--- config.mk ---
export PLATFORM = sky130hd
export DESIGN_NAME = regfile_port_arbiter
export DESIGN_NICKNAME = d
export VERILOG_FILES = /design/src/rtl/regfile_port_arbiter.sv
export SDC_FILE = /design/constraint.sdc
export NUM_CORES = 1
export LEC_CHECK = 0
export ABC_AREA = 1
export CORE_AREA = 2 2 138 140
export CTS_BUF_LIST = sky130_fd_sc_hd__clkbuf_8 sky130_fd_sc_hd__clkbuf_16
export DETAILED_ROUTE_END_ITERATION = 8
export DIE_AREA = 0 0 140 142
export SYNTH_ARGS = -nofsm -noshare
export SYNTH_HDL_FRONTEND = slang
export SYNTH_SLANG_ARGS = --single-unit
--- constraint.sdc ---
create_clock -name i_clk -period 2.4 [get_ports i_clk]
set_clock_uncertainty 0.2 [all_clocks]
set_input_delay 0.48 -clock i_clk [delete_from_list [all_inputs] [get_ports i_clk]]
set_output_delay 0.48 -clock i_clk [all_outputs]
set_load 0.01 [all_outputs]
--- src/rtl/regfile_port_arbiter.sv ---
// Arbitrates one writeback port and two operand-read ports onto a single-port register file.
// Writes take priority. Reads alternate round-robin, and a read can preempt a persistent write stream.
module regfile_port_arbiter #(
  parameter int XLEN         = 64,
  parameter int REG_BITS     = 5,
  parameter int STARVE_LIMIT = 4
) (
  input  logic                i_clk,
  input  logic                i_rst_n,
  input  logic                i_wr_valid,
  output logic                o_wr_ready,
  input  logic [REG_BITS-1:0] i_wr_addr,
  input  logic [XLEN-1:0]     i_wr_data,
  input  logic                i_rd0_valid,
  output logic                o_rd0_ready,
  input  logic [REG_BITS-1:0] i_rd0_addr,
  output logic                o_rd0_rsp_valid,
  output logic [XLEN-1:0]     o_rd0_rsp_data,
  input  logic                i_rd1_valid,
  output logic                o_rd1_ready,
  input  logic [REG_BITS-1:0] i_rd1_addr,
  output logic                o_rd1_rsp_valid,
  output logic [XLEN-1:0]     o_rd1_rsp_data,
  output logic [REG_BITS-1:0] o_rf_reg_num,
  output logic                o_rf_write,
  output logic [XLEN-1:0]     o_rf_data_in,
  input  logic [XLEN-1:0]     i_rf_data_out
);

  localparam int CNT_W = $clog2(STARVE_LIMIT + 1);
  localparam logic [CNT_W-1:0] CNT_MAX = CNT_W'(STARVE_LIMIT);

  logic             r_rr_ptr;
  logic [CNT_W-1:0] r_starve_cnt;
  logic             r_rsp0_valid;
  logic             r_rsp1_valid;

  logic                w_any_rd;
  logic                w_sel_rd1;
  logic [REG_BITS-1:0] w_sel_addr;
  logic                w_starve;
  logic                w_override_ok;
  logic                w_wr_wins;
  logic                w_grant_wr;
  logic                w_grant_rd;
  logic                w_grant_rd0;
  logic                w_grant_rd1;

  assign w_any_rd   = i_rd0_valid | i_rd1_valid;
  assign w_sel_rd1  = i_rd1_valid & (~i_rd0_valid | r_rr_ptr);
  assign w_sel_addr = w_sel_rd1 ? i_rd1_addr : i_rd0_addr;
  assign w_starve   = (r_starve_cnt == CNT_MAX) & w_any_rd;

  // A read never overtakes a pending write to the same live register.
  assign w_override_ok = (w_sel_addr != i_wr_addr) | (i_wr_addr == '0);
  assign w_wr_wins     = i_wr_valid & ~(w_starve & w_override_ok);

  assign w_grant_wr  = i_rst_n & w_wr_wins;
  assign w_grant_rd  = i_rst_n & ~w_wr_wins & w_any_rd;
  assign w_grant_rd0 = w_grant_rd & ~w_sel_rd1;
  assign w_grant_rd1 = w_grant_rd & w_sel_rd1;

  assign o_wr_ready  = w_grant_wr;
  assign o_rd0_ready = w_grant_rd0;
  assign o_rd1_ready = w_grant_rd1;

  assign o_rf_write   = w_grant_wr;
  assign o_rf_data_in = i_wr_data;

  always_comb begin
    o_rf_reg_num = '0;
    if (w_grant_wr) begin
      o_rf_reg_num = i_wr_addr;
    end else if (w_grant_rd) begin
      o_rf_reg_num = w_sel_addr;
    end
  end

  // Gating with reset drops a response whose grant landed just before reset asserted.
  assign o_rd0_rsp_valid = r_rsp0_valid & i_rst_n;
  assign o_rd1_rsp_valid = r_rsp1_valid & i_rst_n;
  assign o_rd0_rsp_data  = i_rf_data_out;
  assign o_rd1_rsp_data  = i_rf_data_out;

  always_ff @(posedge i_clk) begin
    if (!i_rst_n) begin
      r_rr_ptr     <= 1'b0;
      r_starve_cnt <= '0;
      r_rsp0_valid <= 1'b0;
      r_rsp1_valid <= 1'b0;
    end else begin
      r_rsp0_valid <= w_grant_rd0;
      r_rsp1_valid <= w_grant_rd1;
      if (w_grant_rd) begin
        r_rr_ptr <= ~w_sel_rd1;
      end
      if (w_grant_rd) begin
        r_starve_cnt <= '0;
      end else if (w_grant_wr && w_any_rd) begin
        if (r_starve_cnt != CNT_MAX) begin
          r_starve_cnt <= r_starve_cnt + 1'b1;
        end
      end else begin
        r_starve_cnt <= '0;
      end
    end
  end

endmodule

== Word-level counts from Yosys, hierarchy flattened ==
Cells that the tools add are included.

* Bitwise logic cells: 20
* $add $sub $neg: 1
* Mux-type cells: 3
* Reduce and logical (&&, ||, !) cells: 3
* Equality and inequality tests: 3

{| class="wikitable"
|+ Operators with widths
! kind !! number
|-
| 5-bit 2-to-1 mux || 3
|-
| 1-bit AND || 11
|-
| 1-bit inverter || 6
|-
| 5-bit zero test || 1
|-
| 5-bit != test || 1
|-
| 3-bit by 1-bit adder with 3-bit output (second input constant) || 1
|-
| 3-bit == test (second input constant) || 1
|-
| 3-bit != test (second input constant) || 1
|-
| 1-bit OR || 3
|-
| 3-bit OR reduction || 1
|-
| 1-bit logical AND || 1
|}

* Output and inout port bits: 203
* Bits of input ports: 148
* Logic and storage cells: 34
* Register bits after elaboration: 6

== Depth between registers and ports, before layout ==
Gate-level depths: netlist of run 1.

* Depth in word-level cells: 14
* Depth in mapped cells: 14
* Depth with buffers taken out: 14

== Least setup slack after synthesis of run 1 ==
No wires, ideal clock.

* Path kind: in2out
* Start: input port i_rd1_valid
* End: output port o_rf_reg_num[1]
* Setup slack: 202 ps
* Cell stages on the path: 11
* Required time: 1720 ps
* Path buffers: 1
* Arrival: 1518 ps
* Path through: buf_4 -> nand3_1 -> nand3_1 -> nand2_1 -> nor2_1 -> nand3_1 -> nand2_2 -> nand2_4 -> nor2_4 -> nand2_1 -> o21ai_0

* Elaborated cells on any way between the ends: 15
* Classes of those cells: eq/ne (1); mux (3); bitwise (11)

{| class="wikitable"
|+ RTL lines
! item !! line !! text
|-
| start, declared || 19 || <nowiki>input logic i_rd1_valid,</nowiki>
|-
| 1-bit AND || 50 || <nowiki>assign w_sel_rd1 = i_rd1_valid & (~i_rd0_valid | r_rr_ptr);</nowiki>
|-
| 5-bit 2-to-1 mux || 51 || <nowiki>assign w_sel_addr = w_sel_rd1 ? i_rd1_addr : i_rd0_addr;</nowiki>
|-
| 5-bit != test || 55 || <nowiki>assign w_override_ok = (w_sel_addr != i_wr_addr) | (i_wr_addr == '0);</nowiki>
|-
| 1-bit OR || 55 ||
|-
| 1-bit AND * || 56 || <nowiki>assign w_wr_wins = i_wr_valid & ~(w_starve & w_override_ok);</nowiki>
|-
| 1-bit inverter * || 56 ||
|-
| 1-bit AND * || 56 ||
|-
| 1-bit AND * || 58 || <nowiki>assign w_grant_wr = i_rst_n & w_wr_wins;</nowiki>
|-
| named net o_rf_write || 25 || <nowiki>output logic o_rf_write,</nowiki>
|-
| 5-bit 2-to-1 mux * || 72 || <nowiki>if (w_grant_wr) begin</nowiki>
|-
| end, declared || 24 || <nowiki>output logic [REG_BITS-1:0] o_rf_reg_num,</nowiki>
|}

Mark *: on every way through the listed nets, which the timed path passes. The rest lies on a longest branch.

== Worst setup path after layout of run 1 ==
* Start: input port i_rd0_valid
* End: output port o_rf_reg_num[0]

* Longest elaborated chain between the ends: 14
* Elaborated cells on any way between the ends: 17
* Classes of those cells: eq/ne (1); mux (3); bitwise (13)

{| class="wikitable"
|+ Ends and longest elaborated chain
! item !! line !! text
|-
| start, declared || 14 || <nowiki>input logic i_rd0_valid,</nowiki>
|-
| 1-bit inverter || 50 ||
|-
| 1-bit OR || 50 ||
|-
| 1-bit AND || 50 ||
|-
| 5-bit 2-to-1 mux || 51 ||
|-
| 5-bit != test || 55 ||
|-
| 1-bit OR || 55 ||
|-
| 1-bit AND || 56 ||
|-
| 1-bit inverter || 56 ||
|-
| 1-bit AND || 56 ||
|-
| 1-bit inverter || 59 || <nowiki>assign w_grant_rd = i_rst_n & ~w_wr_wins & w_any_rd;</nowiki>
|-
| 1-bit AND (2 in a row) || 59 ||
|-
| 5-bit 2-to-1 mux || 74 || <nowiki>end else if (w_grant_rd) begin</nowiki>
|-
| 5-bit 2-to-1 mux * || 72 ||
|}

Every way passes the cells marked *; elsewhere a longest branch is shown, timed or not.

==> metrics.txt, run 1 <==
Mapped Area roughly 0.0021 mm²; crit start category input pin; vias in the first global route roughly 1,200; Worst Path Required 1.72 ns; fin cells 405; fin area between 0.0015 and 0.002 mm²; setup slack after layout -0.190 ns; Post-Route WL 6.40 mm; total track usage 6.02%; chip height approximately 140 µm; total gr overflow 0; die extent in x ~140 µm; largest net degree at the start of global routing 7; Tcrit/Tclk final 108%; Tot Pwr 591 µW; synthesized instance count 307; Initial Util 11.3%; GPL Wtd Cong 0.759; die area roughly 0.02 mm²; Final #Nets 323; XOR/XNOR Fraction of Synth Area 0.421%; switching pwr 174 µW; Rows 50; mux cell area share after synthesis 0%; Sink Count 6; Cell Area, Placed around 0.0014 mm²; port bufs 30; CTS Buffer Depth 2; final setup fails 9; Logic pwr share 35.0%; vias post-DR 1,135; CTS buffer count 3; worst hold slack between 0.3 and 0.4 ns; Max Slew Vio Count 0; DP Cell Count between 300 and 400; status finished with violations; multi-input logic area 577 µm²; synth unique cells 16; critical setup path kind input pin to output pin; RSZ-0062 raised after global routing true; drc violations 23; largest vdd supply drop 0.000206 V; Pleak between 0.0007 and 0.0008 µW; Root Driver clkbuf_16; data arrival time of the critical path 1.91 ns; Worst Hold Class register to register; Hold Crit Start r_rr_ptr$_SDFFE_PN0P_; Max Cap Viol 0; share of cells above drive strength 1 43.3%; HPWL Detailed 5.05 mm; Compound-Gate Fraction of Synth Area 1.92%; critical path startpoint i_rd0_valid; Clock Latency Late Sink 0.23 ns; register area share after synthesis 5.77%; register area ~120 µm²; Power Dens Cells about 360 mW/mm²; Synth-to-Final Area Change -21.5%; Period minus WS final 2.59 ns; Reg clk slew, reported paths roughly 0.04 ns; Yosys Warn Count 0; CTS tree done; first-pass GRT wire length 8.45 mm; syn_area_per_cell 6.78 µm²; Clock power frac between 40% and 50%; Synth Area in Adders 1.20%; Floorplan Core Area 0.0185 mm²; initial DRC count 66; Internal Power 417 µW; CP endpoint kind output pin; sequential share of power 18.1%; post-synthesis simple-gate area fraction between 10% and 20%; main combinational cell family by area after synthesis buffers and inverters; #FFs+latches synth 6; worst flop-to-flop path startpoint r_rr_ptr$_SDFFE_PN0P_; ant diodes 0; Routed Antenna Nets 0; H-tree depth 1; Final Hold Viols 0; routed vias/inst ~2.8; Fillers 2,142; Crit Path Max Fanout 6; Fmax 0.386 GHz; Worst slew margin 83.3%; failing checks DRC, setup timing; Pre-Repair DR Iteration Count 6; worst-margin pin slew 0.250 ns; io pins 351; initial antenna violation count 0; Avg WL per Cell 15.8 µm; syn nets 457; Sw Share just under 30%
-- layout by cell type (no fill, tap or decap) --
cell | netlist | layout
nand2_1 | 34 | 25
inv_1 | 24 | 22
buf_4 | 194 | 20
dlygate4sd2_1 | 0 | 14
nand3_2 | 1 | 11
nand3_1 | 21 | 10
nand2_2 | 2 | 8
nor2_1 | 9 | 8
buf_6 | 0 | 8
nand2_4 | 3 | 5
dfxtp_1 | 6 | 5
buf_2 | 0 | 4
nand2_8 | 0 | 3
o21ai_2 | 0 | 3
a21oi_1 | 3 | 3
clkbuf_16 | 0 | 3
clkdlybuf4s50_1 | 0 | 3
ha_1 | 2 | 2
inv_4 | 0 | 1
inv_2 | 0 | 1
nor2_2 | 0 | 1
nand4_1 | 1 | 1
nor2_4 | 1 | 1
o21ai_1 | 1 | 1
nand3_4 | 0 | 1
o21ai_0 | 4 | 1
xnor2_1 | 1 | 1
buf_16 | 0 | 1
clkbuf_2 | 0 | 1
clkdlybuf4s15_1 | 0 | 1
buf_12 | 0 | 1
dfxtp_2 | 0 | 1
-- critical path: stages --
cell and delay, ns:
buf_4 0.14, nand2_8 0.12, nand2_8 0.09, nand2_4 0.08, nand3_2 0.05, nand2_1 0.08, nand2_1 0.07, inv_2 0.05
nand3_2 0.06, nand2_2 0.09, nand2_4 0.08, nor2_4 0.15, buf_6 0.13, nand2_2 0.04, o21ai_2 0.06, buf_6 0.13
-- power groups by stage --
stage	registers (µW)	logic, µW	clock network, µW
floorplan	107	399	0
global placement	108	169	0
detailed placement	107	169	0
CTS	106	180	286
global route	107	227	294
finish	107	207	278
-- cells in the mapped netlist --
cell / count / share of area [%]
inv_1: 24 / 4.3
ha_1: 2 / 1.2
o21ai_1: 1 / 0.24
nand3_1: 21 / 5.1
buf_4: 194 / 70
nand3_2: 1 / 0.48
nand2_4: 3 / 1.6
nand2_2: 2 / 0.60
nand4_1: 1 / 0.30
xnor2_1: 1 / 0.42
nor2_1: 9 / 1.6
nor2_4: 1 / 0.54
a21oi_1: 3 / 0.72
nand2_1: 34 / 6.1
dfxtp_1: 6 / 5.8
o21ai_0: 4 / 0.96
-- state kept, by name, indices dropped and copies added (netlist names) --
signal        count
r_starve_cnt      3
r_rr_ptr          1
r_rsp0_valid      1
r_rsp1_valid      1
-- path summary, 6_finish.rpt --
check                           slack (ns)  cells after the start                     to
worst max-delay path                 -0.19                     16        o_rf_reg_num[0]
worst min-delay path                  0.34                      2  r_rr_ptr$_SDFFE_PN0P_
worst max register to register        0.58                     13  r_rr_ptr$_SDFFE_PN0P_
worst min register to register        0.34                      2  r_rr_ptr$_SDFFE_PN0P_
-- routing by layer --
metal / wire (µm) / GRT usage, %
met3: 1220 / 4.81
met2: 2820 / 8.45
met4: 493 / 6.70
met1: 1860 / 5.08
met5: 0 / 0
-- logic make-up (layout without fill, tap and decap cells) --
| group | Yosys count | count (layout) |
|---|---|---|
| buf+inv | 218 | 80 |
| fa+ha+maj | 2 | 2 |
| compound gates | 8 | 8 |
| simple gates | 72 | 74 |
| flops | 6 | 6 |
| xor+xnor | 1 | 1 |
-- area by class of cell --
| cell class | instances | area share, % |
|---|---|---|
| inverter | 24 | 5.67 |
| tap | 234 | 17.9 |
| timing repair buffer | 53 | 29.1 |
| multi-input combinational | 85 | 35.3 |
| clock buffer | 3 | 4.59 |
| sequential | 6 | 7.43 |
-- per-stage QoR --
stage	utilization, %	setup TNS (ns)	setup WS (ns)
2_1_floorplan	-	0	0.202
3_3_place_gp	7.32	-9.84	-1.21
3_5_place_dp	7.32	-9.73	-1.21
4_1_cts	8.09	-1.72	-0.282
5_1_grt	8.85	-2.38	-0.318
6_report	8.85	-1.26	-0.190
-- timing repair --
item	in CTS	in global routing
cloned	3	0
setup endpoints to repair	11	9
gates resized for setup	85	34
hold buffers	0	0
setup buffers	4	2
pin swaps	11	14
No activity file was read; power rests on OpenSTA's default activity.
==> inputs of run 2 (changes only) <==
CELL_PAD_IN_SITES_DETAIL_PLACEMENT = 0   (was not set)
CELL_PAD_IN_SITES_GLOBAL_PLACEMENT = 1   (was not set)
CORE_AREA = 2 2 135 137   (was 2 2 138 140)
CTS_BUF_LIST = not set   (was sky130_fd_sc_hd__clkbuf_8 sky130_fd_sc_hd__clkbuf_16)
DIE_AREA = 0 0 137 139   (was 0 0 140 142)
PLACE_DENSITY_LB_ADDON = 0.1   (was not set)
==> run 2 against run 1 <==
Compared with the run above:
- the run ends with setup timing left
- final area up 14%
- hold slack worse by 0.020 ns
- die area down 4.2%
- utilization up 1.7 points
- fmax down 5.9%
- cell count up 4.7%
- via count up 2.1%
- flip-flop and latch count unchanged
- critical path depth down 1
- clock-buffer cell count unchanged
- setup slack worse by 0.16 ns
- critical path type unchanged
- critical endpoint is now o_rf_reg_num[1]
- highest routed layer is now met5
==> metrics.txt, run 2 (same netlist as run 1, synthesis figures left out) <==
Rows 49 (-2.0%); CP Cell Sequence buf_4, buf_12, nand2_8, buf_8, nand2_4, buf_4, buf_4, buf_4, buf_4, buf_4, buf_4, buf_4, nand2_1, o21ai_2, buf_2; Final #Nets 347 (+7.4%); crit path max-delay cell type buf_4; Period minus WS final 2.75 ns (+0.163 ns); Tcrit/Tclk final 115% (+6.8 points); Post-Route WL 5.36 mm (-16%); port bufs 30 (unchanged); Avg WL per Cell 12.6 µm (-20%); HPWL Detailed 4.21 mm (-17%); top cell family by delay on the critical path buffers and inverters; Pre-Repair DR Iteration Count 2 (-4); GPL Wtd Cong 0.603 (-21%); largest vdd supply drop 0.000169 V (-18%); die extent in x 137 µm (-2.1%); most common cell after layout, fill and taps aside buf_4; total track usage 5.40% (-0.62 points); initial antenna violation count 1 (+1); status finished with violations; first-pass GRT wire length 7.87 mm (-6.9%); setup slack after layout -0.353 ns (-0.163 ns); chip height 139 µm (-2.1%); vias in the first global route 1,307 (+7.6%); data arrival time of the critical path 2.07 ns (+0.16 ns); commonest cells after routing, fill and taps aside 36 x buf_4, 21 x inv_1, 21 x nand2_1, 16 x dlygate4sd2_1, 15 x buf_6; largest net degree at the start of global routing 6 (-1); max FFs per register 3 (unchanged); Power Dens Cells 340 mW/mm² (-6.1%); CTS tree done; io pins 351 (unchanged); Biggest register r_starve_cnt; initial DRC count 40 (-39%); Reg clk slew, reported paths 0.03 ns (about the same); Root Driver clkbuf_16; Max Cap Viol 0 (unchanged); CP Buf/Inv Count 11 (+7); DP Cell Count 397 (+1.0%); share of cells above drive strength 1 53.8% (+11 points); failing checks setup timing; Fillers 2,084 (-2.7%); vias post-DR 1,159 (+2.1%); Pleak 0.000896 µW (+18%); Worst slew margin 83.5% (+0.27 points); RSZ-0062 raised after global routing true; CTS Buffer Depth 2 (unchanged); fin area 0.00186 mm² (+14%); Cell Area, Placed 0.00141 mm² (+4.5%); Worst Hold Class register to register; CTS buffer count 3 (unchanged); drc violations 0 (-100%); worst-margin pin slew 0.247 ns (-0.00311 ns); Tot Pwr 634 µW (+7.1%); ant diodes 0 (unchanged); Routed Antenna Nets 0 (unchanged); critical path startpoint i_rd1_valid; Initial Util 11.8% (+0.51 points); total gr overflow 0 (unchanged); Hold Path Depth 2 (unchanged); Synth-to-Final Area Change -10.4%; fin cells 424 (+4.7%); Fmax 0.363 GHz (-5.9%); Sink Count 6 (unchanged); CP dominant cell by count buf_4; Floorplan Core Area 0.0177 mm² (-4.3%); Hold Crit Start r_rr_ptr$_SDFFE_PN0P_; Crit Path Max Fanout 5 (-1); final setup fails 9 (unchanged); routed vias/inst 2.73 (-2.5%); worst flop-to-flop path startpoint r_rr_ptr$_SDFFE_PN0P_; Setup Total Neg Slack -2.64 ns (-1.38 ns); Final Hold Viols 0 (unchanged); critical setup path kind input pin to output pin; crit start category input pin; Worst Path Required 1.72 ns (about the same); die area 0.0190 mm² (-4.2%); H-tree depth 1 (unchanged); Reg2Reg Depth 19 (+6); CP endpoint kind output pin; maximum cell stage delay along the critical path 0.13 ns (-0.02 ns); Max Slew Vio Count 0 (unchanged); Clock Latency Late Sink 0.23 ns (about the same); critical path depth 15 (-1); final core occ 10.6% (+1.7 points)
==> run 2: changes by cell type in the layout (fill, tap and decap cells not counted), moves of 2 or more <==
cell / change
buf_4: +16
buf_6: +7
nand2_1: -4
nand2_2: +4
nor2_1: -3
dlygate4sd2_1: +2
nor2_2: +2
==> run 2: path summary, 6_finish.rpt <==
kind | end | slack (ns)
setup / recovery | o_rf_reg_num[1] | -0.35
hold / removal | r_rr_ptr$_SDFFE_PN0P_ | 0.32
setup reg to reg | r_rr_ptr$_SDFFE_PN0P_ | 0.28
hold reg to reg | r_rr_ptr$_SDFFE_PN0P_ | 0.32
==> run 2: where the power goes <==
group          internal, µW  switching, µW  total (µW)
combinational           135            120         255
clock                   214           57.9         272
sequential              105           2.27         107
==> run 2: area by class of cell <==
| class | instances | area [µm²] | share of cell area, % |
|---|---|---|---|
| repair buffers | 78 | 702 | 37.7 |
| multi-input cells | 84 | 587 | 31.5 |
| well taps | 229 | 287 | 15.4 |
| flip-flops and latches | 6 | 121 | 6.51 |
| inverters | 24 | 92.6 | 4.97 |
| clock buffers | 3 | 75.1 | 4.03 |
==> run 2: timing repair <==
action                     CTS  global route
pin swaps                   11            13
gates resized for setup    115            20
hold buffers                 0             0
buffers inserted            25             2
gates cloned                 2             0
setup endpoints to repair   14             9
==> run 2: per-layer routing <==
layer | vias up | share of wire [%] | track usage, %
met5 | - | 0.30 | 0
li1 | 524 | - | -
met2 | 69 | 48 | 8.96
met3 | 68 | 13 | 2.45
met4 | 2 | 6.8 | 4.34
met1 | 496 | 31 | 5.08
==> run 2: tightest hold or removal path: stages, from the launching register on <==
cell and delay [ns]:
dfxtp_2 0.34, a21oi_1 0.05, nor2_1 0.09
==> run 2: per-stage QoR <==
stage	worst slack (ns)	hold slack, ns
after floorplan	0.202	0.252
final	-0.353	0.316
after CTS	-0.389	0.315
after global placement	-1.34	0.293
after global routing	-0.459	0.332
after detailed placement	-1.35	0.285
